### config.mk
export PLATFORM = sky130hd
export DESIGN_NAME = hero_write_rx
export DESIGN_NICKNAME = d
export VERILOG_FILES = /design/src/rtl/hero_rx_pkg.sv /design/src/rtl/test_pkg_a.sv /design/src/rtl/hero_rx_commit_fifo.sv /design/src/rtl/hero_write_rx.sv
export SDC_FILE = /design/constraint.sdc
export NUM_CORES = 1
export LEC_CHECK = 0
export ABC_AREA = 1
export ABC_CLOCK_PERIOD_IN_PS = 9870
export BUFFER_PORTS_ARGS = -buffer_cell sky130_fd_sc_hd__buf_2
export CAP_MARGIN = 20
export CORE_MARGIN = 5
export CORE_UTILIZATION = 60
export CTS_BUF_LIST = sky130_fd_sc_hd__clkbuf_8 sky130_fd_sc_hd__clkbuf_16
export DETAILED_ROUTE_END_ITERATION = 7
export GPL_ROUTABILITY_DRIVEN = 0
export PLACE_DENSITY_LB_ADDON = 0.3
export SLEW_MARGIN = 10
export SYNTH_ARGS = -nofsm -noshare
export SYNTH_HDL_FRONTEND = slang
export SYNTH_HIERARCHICAL = 1
export SYNTH_SLANG_ARGS = --single-unit
### constraint.sdc
create_clock -name clk -period 9.87 [get_ports clk]
set_input_delay 0.987 -clock clk [delete_from_list [all_inputs] [get_ports clk]]
set_output_delay 0.987 -clock clk [all_outputs]
set_load 0.03 [all_outputs]
### src/rtl/hero_rx_pkg.sv
`default_nettype none
// +----------------------------------------------------------------------+
// | Package   : hero_rx_pkg                                              |
// | Purpose   : Receiver FSM state encoding and default buffer sizing.   |
// | Revision  : 1.0 - initial release                                    |
// +----------------------------------------------------------------------+
package hero_rx_pkg;

   localparam int unsigned HERO_RX_DEPTH     = 16;
   localparam int unsigned HERO_RX_MAX_BEATS = 8;

   typedef enum logic [1:0] {
      S_IDLE = 2'd0,
      S_TXN  = 2'd1,
      S_DROP = 2'd2
   } hero_rx_state_t;

endpackage
`default_nettype wire

### src/rtl/test_pkg_a.sv
`default_nettype none
// +----------------------------------------------------------------------+
// | Package   : test_pkg_a                                               |
// | Purpose   : Shared HERO write-bus types: the cycle-type encoding and |
// |             the 41-bit hero_write beat {cycle_type, wdat, clk_en}.   |
// | Revision  : 1.0 - initial release                                    |
// +----------------------------------------------------------------------+
package test_pkg_a;

   // Only IDLE, VALID and DONE are legal. Every other 4-bit code is a
   // protocol error at the receiver.
   typedef enum logic [3:0] {
      IDLE  = 4'h0,
      VALID = 4'h1,
      DONE  = 4'h2
   } CYCLE_TYPE;

   typedef struct packed {
      CYCLE_TYPE   cycle_type;
      logic [35:0] wdat;
      logic        clk_en;
   } hero_write;

endpackage
`default_nettype wire

### src/rtl/hero_rx_commit_fifo.sv
`default_nettype none
// +----------------------------------------------------------------------+
// | Module    : hero_rx_commit_fifo                                      |
// | Purpose   : Beat buffer with speculative write pointer. Beats become |
// |             readable only once their transaction is committed; a     |
// |             rewind throws away the uncommitted tail.                 |
// | Ports     : clk, rst         - clock, synchronous active-high reset  |
// |             wr_en/wr_data/wr_last - write one beat                   |
// |             wr_commit        - this write closes the transaction     |
// |             rewind           - drop all uncommitted beats            |
// |             rd_valid/rd_data/rd_last/rd_ready - output handshake     |
// |             fill             - wr_ptr - rd_ptr (pre-read occupancy)  |
// |             txn_beats        - wr_ptr - cmt_ptr (open txn length)    |
// | Revision  : 1.0 - initial release                                    |
// +----------------------------------------------------------------------+
module hero_rx_commit_fifo #(
   parameter int unsigned DEPTH = 16
) (
   input  logic                     clk,
   input  logic                     rst,
   input  logic                     wr_en,
   input  logic [35:0]              wr_data,
   input  logic                     wr_last,
   input  logic                     wr_commit,
   input  logic                     rewind,
   output logic                     rd_valid,
   output logic [35:0]              rd_data,
   output logic                     rd_last,
   input  logic                     rd_ready,
   output logic [$clog2(DEPTH):0]   fill,
   output logic [$clog2(DEPTH):0]   txn_beats
);

   localparam int unsigned AW = $clog2(DEPTH);
   localparam logic [AW:0] c_ptr_one = {{AW{1'b0}}, 1'b1};

   // Pointers carry one extra MSB so full (difference == DEPTH) and
   // empty (difference == 0) are distinguishable.
   logic [AW:0] wr_ptr_q, wr_ptr_d;
   logic [AW:0] cmt_ptr_q, cmt_ptr_d;
   logic [AW:0] rd_ptr_q, rd_ptr_d;
   logic [36:0] mem_q [DEPTH];
   logic [36:0] w_rd_entry;

   assign rd_valid   = (rd_ptr_q != cmt_ptr_q);
   assign w_rd_entry = mem_q[rd_ptr_q[AW-1:0]];
   assign rd_data    = w_rd_entry[35:0];
   assign rd_last    = w_rd_entry[36];
   assign fill       = wr_ptr_q - rd_ptr_q;
   assign txn_beats  = wr_ptr_q - cmt_ptr_q;

   always_comb begin
      wr_ptr_d  = wr_ptr_q;
      cmt_ptr_d = cmt_ptr_q;
      rd_ptr_d  = rd_ptr_q;
      if (rd_valid && rd_ready) begin
         rd_ptr_d = rd_ptr_q + c_ptr_one;
      end
      if (rewind) begin
         wr_ptr_d = cmt_ptr_q;
      end else if (wr_en) begin
         wr_ptr_d = wr_ptr_q + c_ptr_one;
         // Committing on the closing beat publishes it in the same edge.
         if (wr_commit) begin
            cmt_ptr_d = wr_ptr_q + c_ptr_one;
         end
      end
   end

   always_ff @(posedge clk) begin
      if (rst) begin
         wr_ptr_q  <= '0;
         cmt_ptr_q <= '0;
         rd_ptr_q  <= '0;
      end else begin
         wr_ptr_q  <= wr_ptr_d;
         cmt_ptr_q <= cmt_ptr_d;
         rd_ptr_q  <= rd_ptr_d;
      end
   end

   // Storage needs no reset: nothing is readable until committed.
   always_ff @(posedge clk) begin
      if (wr_en && !rewind) begin
         mem_q[wr_ptr_q[AW-1:0]] <= {wr_last, wr_data};
      end
   end

endmodule
`default_nettype wire

### src/rtl/hero_write_rx.sv
`default_nettype none
// +----------------------------------------------------------------------+
// | Module    : hero_write_rx                                            |
// | Purpose   : Receives HERO write beats, buffers each transaction and  |
// |             releases it to the consumer only when complete (DONE).   |
// |             Overlong or overflowing transactions are dropped whole.  |
// | Ports     : clk, rst         - clock, synchronous active-high reset  |
// |             hero_in          - {cycle_type, wdat, clk_en}            |
// |             out_valid/out_ready/out_data/out_last - beat output      |
// |             txn_count        - committed transactions (wrapping)     |
// |             err_overflow/err_too_long/err_bad_type - sticky errors   |
// |             err_clr          - clears the sticky errors              |
// | Revision  : 1.0 - initial release                                    |
// +----------------------------------------------------------------------+
module hero_write_rx
   import test_pkg_a::*;
   import hero_rx_pkg::*;
#(
   parameter int unsigned DEPTH     = HERO_RX_DEPTH,
   parameter int unsigned MAX_BEATS = HERO_RX_MAX_BEATS
) (
   input  logic        clk,
   input  logic        rst,
   input  hero_write   hero_in,
   output logic        out_valid,
   input  logic        out_ready,
   output logic [35:0] out_data,
   output logic        out_last,
   output logic [15:0] txn_count,
   output logic        err_overflow,
   output logic        err_too_long,
   output logic        err_bad_type,
   input  logic        err_clr
);

   localparam int unsigned AW = $clog2(DEPTH);
   localparam logic [AW:0] c_depth     = (AW+1)'(DEPTH);
   localparam logic [AW:0] c_max_beats = (AW+1)'(MAX_BEATS);

   hero_rx_state_t state_q, state_d;
   logic [15:0]    txn_count_q, txn_count_d;
   logic           err_overflow_q, err_overflow_d;
   logic           err_too_long_q, err_too_long_d;
   logic           err_bad_type_q, err_bad_type_d;

   logic           w_is_valid, w_is_done, w_is_bad;
   logic           w_wr_en, w_wr_last, w_commit, w_rewind;
   logic           w_set_ovf, w_set_long;
   logic [AW:0]    w_fill, w_txn_beats;

   assign w_is_valid = hero_in.clk_en && (hero_in.cycle_type == VALID);
   assign w_is_done  = hero_in.clk_en && (hero_in.cycle_type == DONE);
   assign w_is_bad   = hero_in.clk_en && (hero_in.cycle_type != IDLE)
                       && (hero_in.cycle_type != VALID)
                       && (hero_in.cycle_type != DONE);

   hero_rx_commit_fifo #(
      .DEPTH (DEPTH)
   ) u_fifo (
      .clk       (clk),
      .rst       (rst),
      .wr_en     (w_wr_en),
      .wr_data   (hero_in.wdat),
      .wr_last   (w_wr_last),
      .wr_commit (w_commit),
      .rewind    (w_rewind),
      .rd_valid  (out_valid),
      .rd_data   (out_data),
      .rd_last   (out_last),
      .rd_ready  (out_ready),
      .fill      (w_fill),
      .txn_beats (w_txn_beats)
   );

   always_comb begin
      state_d     = state_q;
      w_wr_en     = 1'b0;
      w_wr_last   = 1'b0;
      w_commit    = 1'b0;
      w_rewind    = 1'b0;
      w_set_ovf   = 1'b0;
      w_set_long  = 1'b0;

      if (w_is_valid || w_is_done) begin
         case (state_q)
            S_IDLE, S_TXN: begin
               // Fullness uses the pre-read occupancy; a same-cycle read
               // does not make room for this beat.
               if (w_fill == c_depth) begin
                  w_set_ovf = 1'b1;
                  w_rewind  = 1'b1;
               end else if (w_txn_beats == c_max_beats) begin
                  w_set_long = 1'b1;
                  w_rewind   = 1'b1;
               end else begin
                  w_wr_en   = 1'b1;
                  w_wr_last = w_is_done;
                  w_commit  = w_is_done;
               end
               // A rejected DONE already ends the transaction, so there is
               // nothing left to drop.
               if (w_rewind) begin
                  state_d = w_is_done ? S_IDLE : S_DROP;
               end else begin
                  state_d = w_is_done ? S_IDLE : S_TXN;
               end
            end
            S_DROP: begin
               if (w_is_done) begin
                  state_d = S_IDLE;
               end
            end
            default: state_d = S_IDLE;
         endcase
      end

      // A newly detected error takes priority over a simultaneous clear.
      err_overflow_d = (err_overflow_q && !err_clr) || w_set_ovf;
      err_too_long_d = (err_too_long_q && !err_clr) || w_set_long;
      err_bad_type_d = (err_bad_type_q && !err_clr) || w_is_bad;

      txn_count_d = txn_count_q;
      if (w_commit) begin
         txn_count_d = txn_count_q + 16'd1;
      end
   end

   always_ff @(posedge clk) begin
      if (rst) begin
         state_q        <= S_IDLE;
         txn_count_q    <= '0;
         err_overflow_q <= 1'b0;
         err_too_long_q <= 1'b0;
         err_bad_type_q <= 1'b0;
      end else begin
         state_q        <= state_d;
         txn_count_q    <= txn_count_d;
         err_overflow_q <= err_overflow_d;
         err_too_long_q <= err_too_long_d;
         err_bad_type_q <= err_bad_type_d;
      end
   end

   assign txn_count    = txn_count_q;
   assign err_overflow = err_overflow_q;
   assign err_too_long = err_too_long_q;
   assign err_bad_type = err_bad_type_q;

endmodule
`default_nettype wire

==> flow_summary.yaml <==
outcome:
  status: "finished clean"
min_path:
  whs_path_depth: 2
  hold_class: "register to register"
clock_network:
  cts-root-buf: "clkbuf_16"
  clk_path_buf_depth: 3
  postCtsSetupBuffers: 0
  cts_inserted_buffers: 61
  clk_latency_ns: 0.62
  cts_tree: "done"
  cts_resized: 0
  cts_sinks: 632
  h-tree-depth: 2
  path_clk_slew_ns: 0.06
  hold_buffers: 0
sta:
  final_hold_viol_count: 0
  slew_viol_final: 0
  setup_tns_ns: 0
  fmax_mhz: 201
  finalClockSkew_ns: 0.0194
  period_needed_ns: 4.99
  rsz0062_at_grt: "no"
  finalSetupViolCount: 0
  whs_ns: 0.472
  maxSlewHeadroom_pct: 22.1
  tightest_slew_ns: 1.17
  timing.final.crit_share_pct: 50.5
layout:
  multiInputGateArea_mm2: 0.00668
  finalNonFillerCells: 2957
  final_common_cell: "edfxtp_1"
  final-seq-area_mm2: 0.0186
  final_nets: 2369
  layout-drive-gt1-share_pct: 17.4
  fin_util_pct: 66.3
  diodes: 0
  stdcell_area_mm2: 0.0300
  fillerInstances: 3195
  mostFrequentLayoutCells: "edfxtp_1, inv_1, nand3_1"
  area_growth_pct: 9.60
route:
  drc: 0
  drt.antenna.violating_nets: 0
  drt_iter0_drc: 1751
  drt_first_pass_iters: 5
  drt_wl_total_mm: 59.5
  vias: 17000
  wire_per_inst_um: 20.1
  avgViaCountPerCell: 5.74
synthesis:
  synth_top_flop_cell: "edfxtp_1"
  synth_edf_count: 592
  synth_top_area_share_pct: 65.0
  synth_area_mm2: 0.0273
  ys_seq_elements: 632
  yosys_warnings: 6
  yosys.area.top_type: "edfxtp_1"
  avgSynthCellArea_um2: 12.2
  synth_sequential_area_ratio_pct: 67.9
  syn_inst: 2244
  syn_nets: 2305
  synthArstFlopShare_pct: 0
  synthTopCellsByArea: "edfxtp_1, inv_1, nand3_1"
  ys_types: 38
die:
  start_util_pct: 60.5
  die-area_mm2: 0.0499
  fp-row-count: 78
  ios: 102
  die_height_um: 223
  coreArea_mm2: 0.0452
  die_x_um: 223
job:
  cap_violations: 0
setup_path:
  crit_fanout: 171
  worst_path_max_delay_cell: "buf_4"
  path_buf_inv: 3
  crit_chain: "buf_4 > buf_12 > o211ai_1 > nand3_1 > nand3_1 > nand2_1 > buf_2"
  required_ns: 8.88
  crit_top_cell: "nand3_1"
  worstSetupEndpointType: "output port"
  path_delay_family: "buffers and inverters"
  arrival_ns: 4.00
  path_depth: 7
  max_stage_delay_ns: 0.85
  reg2regPathDepth: 17
  critPathKind: "register to output port"
  startpoint_type: "register"
place:
  hpwl_mm: 30.8
  numPortBuffers: 101
  place_inst: 2844
  place_area_mm2: 0.0280
grt:
  antenna_found_initial: 6
  grt_pass1_vias: 16400
  grt_use_total_pct: 23.4
  grt_start_max_net_pins: 190
  grt_overflow: 0
  grt_pass1_wl_mm: 92.3
power_and_ir_drop:
  peakVddDrop_mv: 0.139
  cellLeakagePower_nw: 10.6
  cellPowerDensity_mw_per_mm2: 192
[cells by family after synthesis]
| logic type | Yosys count | synth area share [%] |
|---|---|---|
| flops | 632 | 67.9 |
| simple gates | 611 | 10.8 |
| compound gates | 493 | 11.8 |
| buf+inv | 473 | 8.07 |
| xor+xnor | 19 | 0.609 |
| fa+ha+maj | 16 | 0.787 |
[where the power goes]
group	total [mW]	internal [mW]	switching, mW
logic	0.591	0.180	0.411
registers	2.96	2.93	0.0270
clock network	2.20	1.23	0.965
total	5.75	4.35	1.40
[state kept, by name, summed over array words and instances, names as in the netlist, named ones only]
signal / count
u_fifo/mem_q: 592
txn_count: 16
u_fifo/cmt_ptr_q: 5
u_fifo/rd_ptr_q: 5
u_fifo/wr_ptr_q: 5
state_q: 2
err_bad_type: 1
err_overflow: 1
err_too_long: 1
[cells in the mapped netlist (4+ instances only)]
cell and number:
a21oi_1 175, a21oi_2 9, buf_12 10, buf_2 26, buf_4 13, buf_6 19
buf_8 4, clkbuf_1 52, dfxtp_1 40, edfxtp_1 592, ha_1 14, inv_1 340
inv_2 4, nand2_1 214, nand2_2 78, nand3_1 246, nand4_1 8, nor2_1 46
nor2_4 5, o211ai_1 78, o211ai_2 70, o21ai_0 156, xnor2_1 6, xor2_1 13
[stage by stage]
stage	worst slack (ns)	total power [mW]
after floorplan	5.77	3.50
after global placement	5.69	3.58
after detailed placement	5.61	3.60
after CTS	4.95	5.78
after global routing	4.67	5.97
final	4.88	5.75
[worst min-delay path, cell delays in order, from the launching register on]
cell and delay [ns]:
dfxtp_1 0.31, nand2_1 0.06, a21oi_1 0.06
[path summary, 6_finish.rpt]
| kind | slack [ns] | end | from |
|---|---|---|---|
| max | 4.88 | out_data[1] | register |
| min | 0.47 | err_bad_type$_SDFF_PP0_ | err_bad_type$_SDFF_PP0_ |
| max reg2reg | 5.70 | u_fifo/mem_q[7][3]$_DFFE_PP_ | u_fifo/wr_ptr_q[0]$_SDFFE_PP0P_ |
| min reg2reg | 0.47 | err_bad_type$_SDFF_PP0_ | err_bad_type$_SDFF_PP0_ |
[layer usage]
| metal | vias to the layer above | track usage (%) | share of wire, % |
|---|---|---|---|
| li1 | 8001 | - | - |
| met1 | 8241 | 32.9 | 41 |
| met2 | 620 | 38.4 | 49 |
| met3 | 107 | 4.42 | 8.1 |
| met4 | 12 | 6.17 | 2.1 |
| met5 | - | 0 | 0.12 |
[layout make-up]
cell class                      count  area share, %
Sequential cell                   632           62.0
Multi-Input combinational cell   1139           22.3
Clock buffer                       67           5.44
Inverter                          346           4.33
Timing Repair Buffer              128           2.51
Tap cell                          600           2.51
Clock inverter                     45          0.881
Power figures use the tool's default switching activity.
